File: config.mk
export PLATFORM = sky130hd
export DESIGN_NAME = inst_fetch_bridge
export DESIGN_NICKNAME = d
export VERILOG_FILES = /design/src/rtl/inst_fetch_bridge.sv
export SDC_FILE = /design/constraint.sdc
export NUM_CORES = 1
export LEC_CHECK = 0
export ABC_AREA = 1
export CAP_MARGIN = 20
export CELL_PAD_IN_SITES_DETAIL_PLACEMENT = 2
export CELL_PAD_IN_SITES_GLOBAL_PLACEMENT = 2
export CORE_ASPECT_RATIO = 0.75
export CORE_MARGIN = 8
export CORE_UTILIZATION = 33
export DETAILED_ROUTE_END_ITERATION = 8
export PLACE_DENSITY_LB_ADDON = 0.1
export SYNTH_ARGS = -nofsm -noshare
export SYNTH_HDL_FRONTEND = slang
export SYNTH_SLANG_ARGS = --single-unit
File: constraint.sdc
create_clock -name clk -period 3.2 [get_ports clk]
set_input_delay 0.48 -clock clk [delete_from_list [all_inputs] [get_ports clk]]
set_output_delay 0.48 -clock clk [all_outputs]
set_load 0.01 [all_outputs]
File: src/rtl/inst_fetch_bridge.sv
// inst_fetch_bridge: fetches 32-bit instructions as two half-word reads from a 16-bit async memory,
// holding the last instruction in a one-entry buffer and stalling the core while a fetch is outstanding.
module inst_fetch_bridge #(
  parameter int WAIT_CYCLES = 2,
  parameter int ADDR_W      = 20
) (
  input  logic              clk,
  input  logic              rst,
  input  logic              rom_ce_i,
  input  logic [31:0]       rom_addr_i,
  output logic [31:0]       rom_data_o,
  output logic              stallreq_o,
  input  logic              flush_i,
  output logic [ADDR_W-1:0] sram_addr_o,
  output logic              sram_ce_n_o,
  output logic              sram_oe_n_o,
  input  logic [15:0]       sram_data_i
);
  typedef enum logic [1:0] {IDLE, RD_LO, RD_HI} state_e;
  state_e            state_q;
  logic [3:0]        wait_q;
  logic [31:2]       addr_q;
  logic [31:2]       tag_q;
  logic              valid_q;
  logic [31:0]       data_q;
  logic [15:0]       lo_q;
  logic [ADDR_W-1:0] sram_addr_q;
  logic              hit;
  logic              busy;
  logic              last_wait;
  logic              unused;
  assign unused      = ^rom_addr_i[1:0];
  assign hit         = rom_ce_i & valid_q & (tag_q == rom_addr_i[31:2]);
  assign busy        = state_q != IDLE;
  assign last_wait   = wait_q == 4'(WAIT_CYCLES - 1);
  assign rom_data_o  = hit ? data_q : 32'h0;
  assign stallreq_o  = rom_ce_i & ~hit;
  assign sram_ce_n_o = ~busy;
  assign sram_oe_n_o = ~busy;
  // Address bus keeps its last driven value while idle
  assign sram_addr_o = busy ? {addr_q[ADDR_W:2], state_q == RD_HI} : sram_addr_q;
  always_ff @(posedge clk or negedge rst) begin
    if (!rst) begin
      state_q     <= IDLE;
      wait_q      <= '0;
      addr_q      <= '0;
      tag_q       <= '0;
      valid_q     <= 1'b0;
      data_q      <= '0;
      lo_q        <= '0;
      sram_addr_q <= '0;
    end else begin
      sram_addr_q <= sram_addr_o;
      if (flush_i) begin
        valid_q <= 1'b0;
        state_q <= IDLE;
        wait_q  <= '0;
      end else if (!rom_ce_i) begin
        state_q <= IDLE;
        wait_q  <= '0;
      end else if (busy ? (rom_addr_i[31:2] != addr_q) : !hit) begin
        addr_q  <= rom_addr_i[31:2];
        state_q <= RD_LO;
        wait_q  <= '0;
      end else if (busy) begin
        if (!last_wait) begin
          wait_q <= wait_q + 4'd1;
        end else begin
          wait_q <= '0;
          if (state_q == RD_LO) begin
            lo_q    <= sram_data_i;
            state_q <= RD_HI;
          end else begin
            data_q  <= {sram_data_i, lo_q};
            tag_q   <= addr_q;
            valid_q <= 1'b1;
            state_q <= IDLE;
          end
        end
      end
    end
  end
endmodule

# Yosys cells after proc, flatten, opt, wreduce, memory -nomap -nowiden
# Index checks and enable logic that the tools add are counted.
op_classes:
  n_mux: 20
  bitwise_logic: 8
  eq_ne: 9
  reduce_logical: 10
  addsub: 1
op_table:
  columns: ["cell", "count"]
  rows:
  - ["32-bit two-way mux", 1]
  - ["30-bit == test", 1]
  - ["30-bit != test", 1]
  - ["20-bit two-way mux", 1]
  - ["4-bit two-way mux", 5]
  - ["2-bit two-way mux", 6]
  - ["6-bit AND reduction", 2]
  - ["4-bit by 1-bit != test with 1-bit output (second input constant)", 2]
  - ["2-bit nonzero test", 4]
  - ["1-bit two-way mux", 7]
  - ["1-bit inverter", 5]
  - ["5-bit AND reduction", 1]
  - ["4-bit by 1-bit adder with 4-bit output (second input constant)", 1]
  - ["4-bit by 1-bit == test with 1-bit output (second input constant)", 1]
  - ["2-bit != test (second input constant)", 2]
  - ["1-bit bitwise AND", 3]
  - ["3-bit AND reduction", 1]
  - ["2-bit by 1-bit == test with 1-bit output (second input constant)", 1]
  - ["2-bit == test (second input constant)", 1]
  - ["2-bit AND reduction", 1]
  - ["1-bit logical NOT", 1]
word_totals:
  regBits: 135
  in_bits: 52

# Depth between registers and ports, before layout
depth:
  word_depth: 7
  depth_mapped: 15

# Worst setup path after synthesis
# OpenSTA, ideal clock, no wires.
synth_path:
  path_kind: "input-to-output"
  start: "input port rom_addr_i[7]"
  end: "output port rom_data_o[10]"
  arrival_time_ns: 1.523
  cell_stages: 10
  slack_ns: 1.197
  n_path_buf: 1
  path_cell_list: "inv_1 > nand2_1 > nand2_1 > nand3b_1 > nor2_1 > nand2_1 > nor2_1 > inv_1 > clkbuf_1 > nor2_1"
synth_via:
  elab_chain_len: 3
synth_lines:
  columns: ["item", "line_no", "source"]
  rows:
  - ["start: declaration", "10", "input logic [31:0] rom_addr_i,"]
  - ["30-bit == test", "33", "assign hit = rom_ce_i & valid_q & (tag_q == rom_addr_i[31:2]);"]
  - ["1-bit bitwise AND", "33", null]
  - ["32-bit two-way mux", "36", "assign rom_data_o = hit ? data_q : 32'h0;"]
  - ["end: declaration", "11", "output logic [31:0] rom_data_o,"]
# Every way passes these cells.

# Final worst setup path
layout_path:
  start: "input port rom_addr_i[30]"
  end: "output port stallreq_o"
layout_via:
  elab_chain_len: 4
layout_lines:
  columns: ["item", "line_no", "source"]
  rows:
  - ["30-bit == test", "33", null]
  - ["1-bit bitwise AND", "33", null]
  - ["1-bit inverter", "37", "assign stallreq_o = rom_ce_i & ~hit;"]
  - ["1-bit bitwise AND", "37", null]
  - ["end: declaration", "12", "output logic stallreq_o,"]
# Every way passes these cells.

==> results.sh <==
export IMPL_dp_slack_ns=-0.145
export IMPL_critPathMaxStageDelay_ns=0.54
export IMPL_synth_ff_type="dfrtp_1"
export IMPL_syn_inst=903
export IMPL_die_h_um=139
export IMPL_outcome="finished clean"
export IMPL_min_period_over_period_pct=93.9
export IMPL_worst_path_max_delay_cell="clkdlybuf4s50_1"
export IMPL_fmax_mhz=333
export IMPL_totalWireLength_mm=22.7
export IMPL_antenna_cells=0
export IMPL_path_clk_slew_ns=0.06
export IMPL_crit_top_cell="nand2_1"
export IMPL_grt_pass1_vias=6822
export IMPL_overflow=0
export IMPL_finalSetupViolations=0
export IMPL_final_setup_worst_slack_ns=0.196
export IMPL_gp_congestion=0.741
export IMPL_initial_utilization_pct=33.3
export IMPL_yosysSeqAreaShare_pct=50.6
export IMPL_dieArea_mm2=0.0251
export IMPL_rows=45
export IMPL_clock_sinks=135
export IMPL_pwr_share_clk_pct=46.0
export IMPL_cts_tree="yes"
export IMPL_drt_first_iter_violations=260
export IMPL_synth_edff_count=0
export IMPL_yosysWarnings=0
export IMPL_critPathMaxFanout=3
export IMPL_slew_headroom_pct=54.3
export IMPL_synth_largest_area_cell="dfrtp_1"
export IMPL_numCtsBuffers=17
export IMPL_htreeDepth=4
export IMPL_fin_skew_ns=0.00928
export IMPL_yosysUniqueCellTypes=26
export IMPL_crit_arrival_ns=2.52
export IMPL_slew_viol_final=0
export IMPL_final_nets=1097
export IMPL_synthesis_area_mm2=0.00668
export IMPL_end_kind="primary output"
export IMPL_hpwl_mm=16.6
export IMPL_critPathKind="input pin to primary output"
export IMPL_power_switching_mw=1.15
export IMPL_clk_latency_ns=0.42
export IMPL_wl_per_cell_um=17.3
export IMPL_antenna_found_initial=0
export IMPL_area_growth_syn_to_layout_pct=32.5
export IMPL_p_per_area_mw_per_mm2=502
export IMPL_drv_cap=0
export IMPL_leakage_nw=4.40
export IMPL_synth_nets=957
export IMPL_rsz0062_at_grt="false"
export IMPL_grt_first_pass_wirelength_mm=37.2
export IMPL_cp_required_ns=2.72
export IMPL_dp_cells=1282
export IMPL_p_int_mw=3.29
export IMPL_drtAntennaViolNets=0
export IMPL_min_period_ns=3.00
export IMPL_cts_root_to_sink_buffers=2
export IMPL_drive_above_1_share_pct=8.72
export IMPL_p_sw_share_pct=25.8
export IMPL_stdcell_count=1313
export IMPL_portBuffers=104
export IMPL_seqPwrFrac_pct=41.6
export IMPL_vias_per_cell=4.75
export IMPL_dr_pass1_iters=4
export IMPL_path_delay_family="buffers and inverters"
export IMPL_cts_root_buf="clkbuf_16"
export IMPL_postLayoutCellArea_mm2=0.00884
export IMPL_hold_class="input pin to asynchronous set/reset pin"
export IMPL_grt_use_total_pct=18.7
export IMPL_dpl_cell_area_mm2=0.00827
export IMPL_hold_violations=0
export IMPL_vias=6232
export IMPL_worstPathCellList="clkdlybuf4s50_1, inv_1, nand2_1, nand2_1, nor2_1, nand2_1, nor2_2, nand2_1, nor2_2, buf_4, nor2_1, clkdlybuf4s50_1"
export IMPL_worstSetupStartpointType="input pin"
export IMPL_avgSynthCellArea_um2=7.39
export IMPL_grt_max_degree=63
export IMPL_pin_count=107
export IMPL_netlist_top_cells_area="dfrtp_1 51%, nand2_1 18%, inv_1 9.7%"
export IMPL_core_area_mm2=0.0200
export IMPL_combPwrFrac_pct=12.4
export IMPL_drc=0
export IMPL_rrSetupSlack_ns=0.86
export IMPL_synth_ff_latch_count=135
export IMPL_async_flop_share_pct=100
export IMPL_ir_worst_vdd_v=0.000237
export IMPL_synth_most_common_cell="nand2_1"
export IMPL_synth_common_cells="313 x nand2_1, 172 x inv_1, 135 x dfrtp_1, 74 x nor2_1, 60 x o21ai_0"
export IMPL_synth_top_area_share_pct=50.6
export IMPL_tightest_slew_ns=0.684
export IMPL_path_buf_inv=4
export IMPL_hold_ws_ns=0.0277
export IMPL_die_w_um=180
[worst register-to-register path: stages (launching register included)]
cell and delay (ns):
dfrtp_1 0.37, inv_1 0.07, nand2_1 0.12, nand4_1 0.12, nor2_1 0.23, nand2_1 0.10, nor2_1 0.13, nand2_1 0.19
inv_2 0.13, nand4_4 0.09, buf_4 0.36, nand2_1 0.19, o21ai_1 0.09
[through the flow]
| step | total power, mW | util, % | setup TNS [ns] |
|---|---|---|---|
| after global placement | 2.41 | 41.3 | -2.50 |
| final | 4.44 | 44.1 | 0 |
| after CTS | 4.50 | 44.1 | 0 |
| after global routing | 4.62 | 44.1 | 0 |
| after detailed placement | 2.43 | 41.3 | -3.26 |
| after floorplan | 2.09 | - | 0 |
[routing by layer]
| layer | vias up | track usage, % | wire [um] |
|---|---|---|---|
| met5 | - | 0 | 0 |
| met1 | 3107 | 25.9 | 11300 |
| met3 | 14 | 3.56 | 738 |
| met2 | 82 | 29.7 | 10500 |
| li1 | 3029 | - | - |
| met4 | 0 | 4.56 | 184 |
[cell type report]
| type | count | area (um^2) |
|---|---|---|
| Clock inverter | 12 | 153 |
| Clock buffer | 19 | 453 |
| Multi-Input combinational cell | 563 | 2480 |
| Sequential cell | 135 | 3380 |
| Tap cell | 258 | 323 |
| Inverter | 174 | 653 |
| Fill cell | 2342 | 11200 |
| Timing Repair Buffer | 152 | 1400 |
[kinds of logic (layout without fill, tap and decap cells)]
logic type               Yosys count  count (layout)  synth area share, %
buffers and inverters            205             357                 12.4
flip-flops                       135             135                 50.6
adder cells (fa/ha/maj)            2               2                0.375
XOR/XNOR                           8               8                 1.05
AO/OA/AOI/OAI                    117             117                 9.05
AND/OR/NAND/NOR                  435             435                 26.4
multiplexers                       1               1                0.150
[cells in the final DEF, fill, tap and decap left out, types with 17 or more instances in the layout]
master           netlist  final
buf_4                  2     45
clkbuf_16              0     17
nand2_1              313    313
nor2_1                74     72
dlygate4sd2_1          0     32
nand4_1               32     32
o21ai_0               60     60
dfrtp_1              135    135
inv_1                172    172
clkdlybuf4s50_1        0     71
o21ai_1               47     47
[sequential cells by signal, summed over array words and instances (netlist names)]
| register | flops |
|---|---|
| addr_q | 30 |
| data_q | 32 |
| lo_q | 16 |
| sram_addr_q | 20 |
| state_q | 2 |
| tag_q | 30 |
| valid_q | 1 |
| wait_q | 4 |
[what timing repair did]
item	CTS	global route
hold buffers	0	0
buffers inserted	0	0
gates resized for setup	34	0
setup endpoints to repair	32	0
[final timing paths]
check                          startpoint              end  cells after the start
setup / recovery           rom_addr_i[30]       stallreq_o                     12
hold / removal                        rst  sram_addr_q[16]                      1
setup reg to reg               addr_q[30]         tag_q[6]                     12
hold reg to reg                   lo_q[7]          lo_q[7]                      2
max in group asynchronous             rst       state_q[1]                      2
min in group clk                  lo_q[7]          lo_q[7]                      2
[power by group through the flow]
stage | logic, mW | registers (mW) | clock network (mW)
final | 0.551 | 1.84 | 2.04
after detailed placement | 0.554 | 1.87 | 0
after global placement | 0.537 | 1.87 | 0
after floorplan | 0.228 | 1.86 | 0
after CTS | 0.565 | 1.85 | 2.09
after global routing | 0.616 | 1.85 | 2.15
No activity file was read; power rests on OpenSTA's default activity.
